==> src/rtl/hazard_pkg.sv <==
// Shared decode constants and types for the ID-stage hazard logic.
// Consumed by the load-use scoreboard and by the forwarding unit.
package hazard_pkg;

  localparam logic [1:0] OPC_LD  = 2'b00;
  localparam logic [1:0] OPC_ST  = 2'b01;
  localparam logic [1:0] OPC_BR  = 2'b10;
  localparam logic [1:0] OPC_ALU = 2'b11;

  localparam logic [3:0] ALU_MAX  = 4'd6;
  localparam logic [3:0] OUT      = 4'd13;
  localparam logic [3:0] SHIFT_LO = 4'd8;
  localparam logic [3:0] SHIFT_HI = 4'd11;

  typedef struct packed {
    logic rd_ra;
    logic rd_rb;
    logic wr_ra;
  } src_use_t;

endpackage

==> src/rtl/inst_src_decode.sv <==
// Combinational register-usage decode of a 16-bit instruction word.
// Zero latency; no flow control.
module inst_src_decode
  import hazard_pkg::*;
(
  input  logic [15:0] inst_i,
  output src_use_t    use_o
);

  logic [3:0] op3;
  logic       unused_bits;

  assign op3         = inst_i[7:4];
  assign unused_bits = ^inst_i[2:0];

  always_comb begin
    use_o = '0;
    unique case (inst_i[15:14])
      OPC_ALU: begin
        if (op3 <= ALU_MAX) begin
          use_o.rd_rb = 1'b1;
          // inst[3] selects the immediate form, which has no ra operand
          use_o.rd_ra = ~inst_i[3];
        end else if (op3 == OUT) begin
          use_o.rd_ra = 1'b1;
        end else if (op3 >= SHIFT_LO && op3 <= SHIFT_HI) begin
          use_o.rd_rb = 1'b1;
        end
      end
      OPC_LD: begin
        use_o.rd_rb = 1'b1;
        use_o.wr_ra = 1'b1;
      end
      OPC_ST:  use_o.rd_ra = 1'b1;
      default: ;
    endcase
  end

endmodule

==> src/rtl/load_use_scoreboard.sv <==
// ID-stage load-use hazard detector with a per-register countdown of in-flight loads.
// Optional 32-bit stall counter when HAZARD_PERF_CNT_EN is defined.
module load_use_scoreboard
  import hazard_pkg::*;
#(
  parameter int REG_ADDR_W = 3,
  parameter int LOAD_LAT   = 1
) (
  input  logic                       clk,
  input  logic                       rst,
  input  logic                       id_valid,
  input  logic [15:0]                id_inst,
  input  logic                       id_flush,
  output logic                       stall,
  output logic                       ex_bubble,
  output logic [2**REG_ADDR_W-1:0]   busy_vec
`ifdef HAZARD_PERF_CNT_EN
  ,
  output logic [31:0]                perf_stall_cnt
`endif
);

  localparam int NREG  = 2 ** REG_ADDR_W;
  localparam int CNT_W = (LOAD_LAT < 1) ? 1 : $clog2(LOAD_LAT + 1);

  src_use_t                src;
  logic [REG_ADDR_W-1:0]   ra;
  logic [REG_ADDR_W-1:0]   rb;
  logic                    id_req;
  logic                    issue_ld;
  logic [CNT_W-1:0]        cnt_q [NREG];
  logic [CNT_W-1:0]        cnt_d [NREG];

  inst_src_decode u_dec (
    .inst_i (id_inst),
    .use_o  (src)
  );

  assign ra = REG_ADDR_W'(id_inst[13:11]);
  assign rb = REG_ADDR_W'(id_inst[10:8]);

  always_comb begin
    busy_vec = '0;
    for (int r = 0; r < NREG; r++) begin
      busy_vec[r] = (LOAD_LAT != 0) && (cnt_q[r] != '0);
    end
  end

  assign id_req    = id_valid & ~id_flush;
  assign stall     = id_req & ((src.rd_ra & busy_vec[ra]) | (src.rd_rb & busy_vec[rb]));
  assign ex_bubble = stall;
  assign issue_ld  = id_req & ~stall & src.wr_ra;

  // A new load to a pending register reloads it: the youngest load wins
  always_comb begin
    for (int r = 0; r < NREG; r++) begin
      cnt_d[r] = cnt_q[r];
      if (issue_ld && (ra == REG_ADDR_W'(r))) begin
        cnt_d[r] = CNT_W'(LOAD_LAT);
      end else if (cnt_q[r] != '0) begin
        cnt_d[r] = cnt_q[r] - CNT_W'(1);
      end
    end
  end

  always_ff @(posedge clk) begin
    for (int r = 0; r < NREG; r++) begin
      if (rst) cnt_q[r] <= '0;
      else     cnt_q[r] <= cnt_d[r];
    end
  end

`ifdef HAZARD_PERF_CNT_EN
  logic [31:0] perf_q;

  always_ff @(posedge clk) begin
    if (rst)        perf_q <= '0;
    else if (stall) perf_q <= perf_q + 32'd1;
  end

  assign perf_stall_cnt = perf_q;
`endif

endmodule

==> config.mk <==
export PLATFORM = sky130hd
export DESIGN_NAME = load_use_scoreboard
export DESIGN_NICKNAME = d
export VERILOG_FILES = /design/src/rtl/hazard_pkg.sv /design/src/rtl/inst_src_decode.sv /design/src/rtl/load_use_scoreboard.sv
export SDC_FILE = /design/constraint.sdc
export NUM_CORES = 1
export LEC_CHECK = 0
export ABC_CLOCK_PERIOD_IN_PS = 2600
export CAP_MARGIN = 25
export CORE_MARGIN = 3
export CORE_UTILIZATION = 39
export CTS_BUF_LIST = sky130_fd_sc_hd__clkbuf_2
export DETAILED_ROUTE_END_ITERATION = 8
export GPL_TIMING_DRIVEN = 0
export MAX_ROUTING_LAYER = met4
export PLACE_DENSITY = 0.91
export SYNTH_ARGS = -nofsm -noshare
export SYNTH_HDL_FRONTEND = slang
export SYNTH_SLANG_ARGS = --single-unit
==> constraint.sdc <==
create_clock -name clk -period 2.6 [get_ports clk]
set_clock_uncertainty 0.05 [all_clocks]
set_input_delay 0.52 -clock clk [delete_from_list [all_inputs] [get_ports clk]]
set_output_delay 0.52 -clock clk [all_outputs]
set_load 0.02 [all_outputs]
==> impl_results.md <==
- Outcome: finished clean
- Die Height: 43.9 microns
- Final WL: 1460 microns
- NetSw: 0.0000708 W
- Number of flip-flops in the largest register: 8
- Unique cell type count in the Yosys netlist: 26
- Cell Pwr Density: 309 mW/mm^2
- GRT overflow: 0
- CP Data Arrival Time: 1.97 ns
- H-tree depth: 1
- Pint: 0.000188 W
- Count of warnings emitted by yosys: 0
- Leak pwr: 0.365 nW
- DP Cell Count: 98
- Global-route wire length before repair: 2420 microns
- RSZ-0062 raised after global routing: no
- #FFs+latches synth: 8
- Max Cap Viol: 0
- Final Hold Violating Endpoints: 0
- Final worst path period share: 97.5%
- Worst-Skew Late Latency: 0.23 ns
- Mux share of post-synthesis cell area: 14.8%
- Vias: 559
- CP Class: primary input to primary output
- Synth Area per Inst: 9.64 sq um
- Synthesized-area fraction occupied by and/or/nand/nor cells: 30.9%
- DR WL/cell: 14.3 microns
- Crit. End Element: primary output
- Core Area: 0.00132 sq mm
- Top Ports: 30
- Async SR Flop Fraction: 0%
- Clock Path Buffers: 2
- Non-Filler Instances: 102
- IO Port Bufs: 25
- Drc violations: 0
- Gp weighted congestion: 0.760
- DRT Pass-1 Iters: 3
- Site Rows: 13
- Initial antenna violation count: 0
- Layout Nets: 112
- Initial Util: 42.5%
- Die width: 43.9 microns
- DIE AREA: 0.00192 sq mm
- Largest regs: cnt_q (8)
- CTS Sinks: 8
- Filler instances: 114
- Initial DRC Count: 2
- Top cells by area, synth: dfxtp_1, mux2i_1, ha_1
- Clock root buffer: clkbuf_2
- Clock power share: 27.8%
- Largest net degree at the start of global routing: 10
- Synth Net Count: 81
- GRT Overall Usage: 17.3%
- Post-Synth Adder-Cell Area: 6.71%
- Peak supply drop: 0.190 mV
- Antenna-violating nets left: 0
- Switching Fraction: 27.3%
- Main combinational cell family by area after synthesis: simple AND/OR/NAND/NOR gates
- Cell Area, Synth: 559 sq um
- Area growth syn-to-layout: 49.7%
- Top-count cell post-synth: dfxtp_1
- Fraction of layout cells with a size suffix above 1: 23.0%
- Comb power frac: 24.7%
- Post-synth top area cell: dfxtp_1
- Minimum clock period after layout: 2.54 ns
- CTS clk-pin slew, worst paths: 0.07 ns
- Seq pwr share: 47.5%
- Crit-path max FO: 3
- Hold crit path type: primary input to flop
- Post-detail-place hpwl: 1170 microns
- Yosys top cell area share: 28.6%
- Critical path required time: 2.03 ns
- Rel. slew slack: 72.7%
- Synth cell count leaders: dfxtp_1, mux2i_1, nor4_1, inv_1, nand3_1
- Ys flop type: dfxtp_1
- Dpl cell area: 828 sq um
- Post-synthesis cell count: 58
- Seq/Total Area, Yosys: 28.6%
- CTS tree: done
- Drt via density: 5.48
- Diode count: 0
- Vias in the first global route: 570
- Critical path startpoint category: primary input
- Number of synthesized flops with an enable pin: 0
- Most flop-heavy register: cnt_q
- Finished layout cell area: 837 sq um
- Slew at the pin closest to its max-slew limit: 0.408 ns
- CTS buffer count: 3
- Final setup viols: 0
- Fmax achieved: 394 MHz
- Synth Area in Compound Gates: 11.2%
- Fin. max-slew vios: 0
- XOR/XNOR Fraction of Synth Area: 0%
==> layout make-up <==
cell class | count | area, sq um | share of cell area [%]
multi-input cells | 42 | 367 | 43.8
clock buffers | 3 | 15.0 | 1.79
plain buffers | 3 | 23.8 | 2.84
well taps | 15 | 18.8 | 2.24
inverters | 4 | 15.0 | 1.79
flip-flops and latches | 8 | 160 | 19.1
repair buffers | 27 | 238 | 28.4
==> final timing paths <==
kind                     startpoint                      to  slack (ns)  depth (start not counted)
max                      id_inst[9]                   stall        0.06                          7
min                     id_inst[12]  cnt_q[0][2]$_SDFF_PP0_        0.61                          3
max reg2reg  cnt_q[1][2]$_SDFF_PP0_  cnt_q[0][2]$_SDFF_PP0_        0.89                          5
min reg2reg  cnt_q[1][0]$_SDFF_PP0_  cnt_q[1][0]$_SDFF_PP0_        0.89                          4
==> power by group through the flow <==
stage	Sequential (W)	Clock, W	Combinational, W
2_1_floorplan	0.000126	0	0.0000289
3_5_place_dp	0.000126	0	0.0000659
3_3_place_gp	0.000126	0	0.0000640
4_1_cts	0.000123	0.0000736	0.0000627
6_report	0.000123	0.0000720	0.0000639
5_1_grt	0.000123	0.0000780	0.0000705
==> stage by stage <==
step                      total power, W  setup TNS [ns]  setup WS [ns]  utilization [%]  hold slack [ns]
after floorplan                 0.000155               0          0.194                -            0.627
after global placement          0.000190           -1.56         -0.838             62.9            0.853
after detailed placement        0.000192           -1.56         -0.841             62.9            0.859
after CTS                       0.000259               0       0.000863             63.7            0.606
after global routing            0.000272               0         0.0174             63.5            0.646
final                           0.000259               0         0.0640             63.5            0.612
==> layout by cell type (no fill, tap or decap), types with 3 or more instances in the layout <==
master / synthesis / final
buf_2: 2 / 3
buf_4: 1 / 3
clkbuf_2: 0 / 5
clkdlybuf4s50_1: 0 / 13
dfxtp_1: 8 / 8
dlygate4sd2_1: 0 / 7
inv_1: 4 / 3
mux2i_1: 6 / 6
nand3_1: 4 / 4
nand3b_1: 3 / 3
nor4_1: 6 / 6
==> per-layer routing <==
metal  wire length [microns]  global-route usage [%]
met5                       0                       -
met4                      25                    8.43
met3                     112                    2.07
met1                     585                    18.6
met2                     739                    30.8
==> repair_timing <==
item                       4_1_cts  5_1_grt
setup endpoints to repair        2        2
hold buffers                     0        0
pin swaps                        5        2
gates resized for setup         27        5
buffers inserted                 2        0
cloned                           0        0
hold endpoints to repair         0        0
==> kinds of logic after synthesis <==
| group | count (synthesis) |
|---|---|
| adders and majority gates | 3 |
| muxes | 7 |
| buffers and inverters | 8 |
| DFF | 8 |
| AOI/OAI and AO/OA | 7 |
| and+or+nand+nor | 25 |
==> worst max-delay path, cell delays in order <==
cell,delay (ns)
buf_2,0.13
mux4_2,0.49
o2111a_1,0.25
buf_6,0.12
o211a_1,0.20
buf_4,0.13
buf_6,0.12
Power figures use the tool's default switching activity.
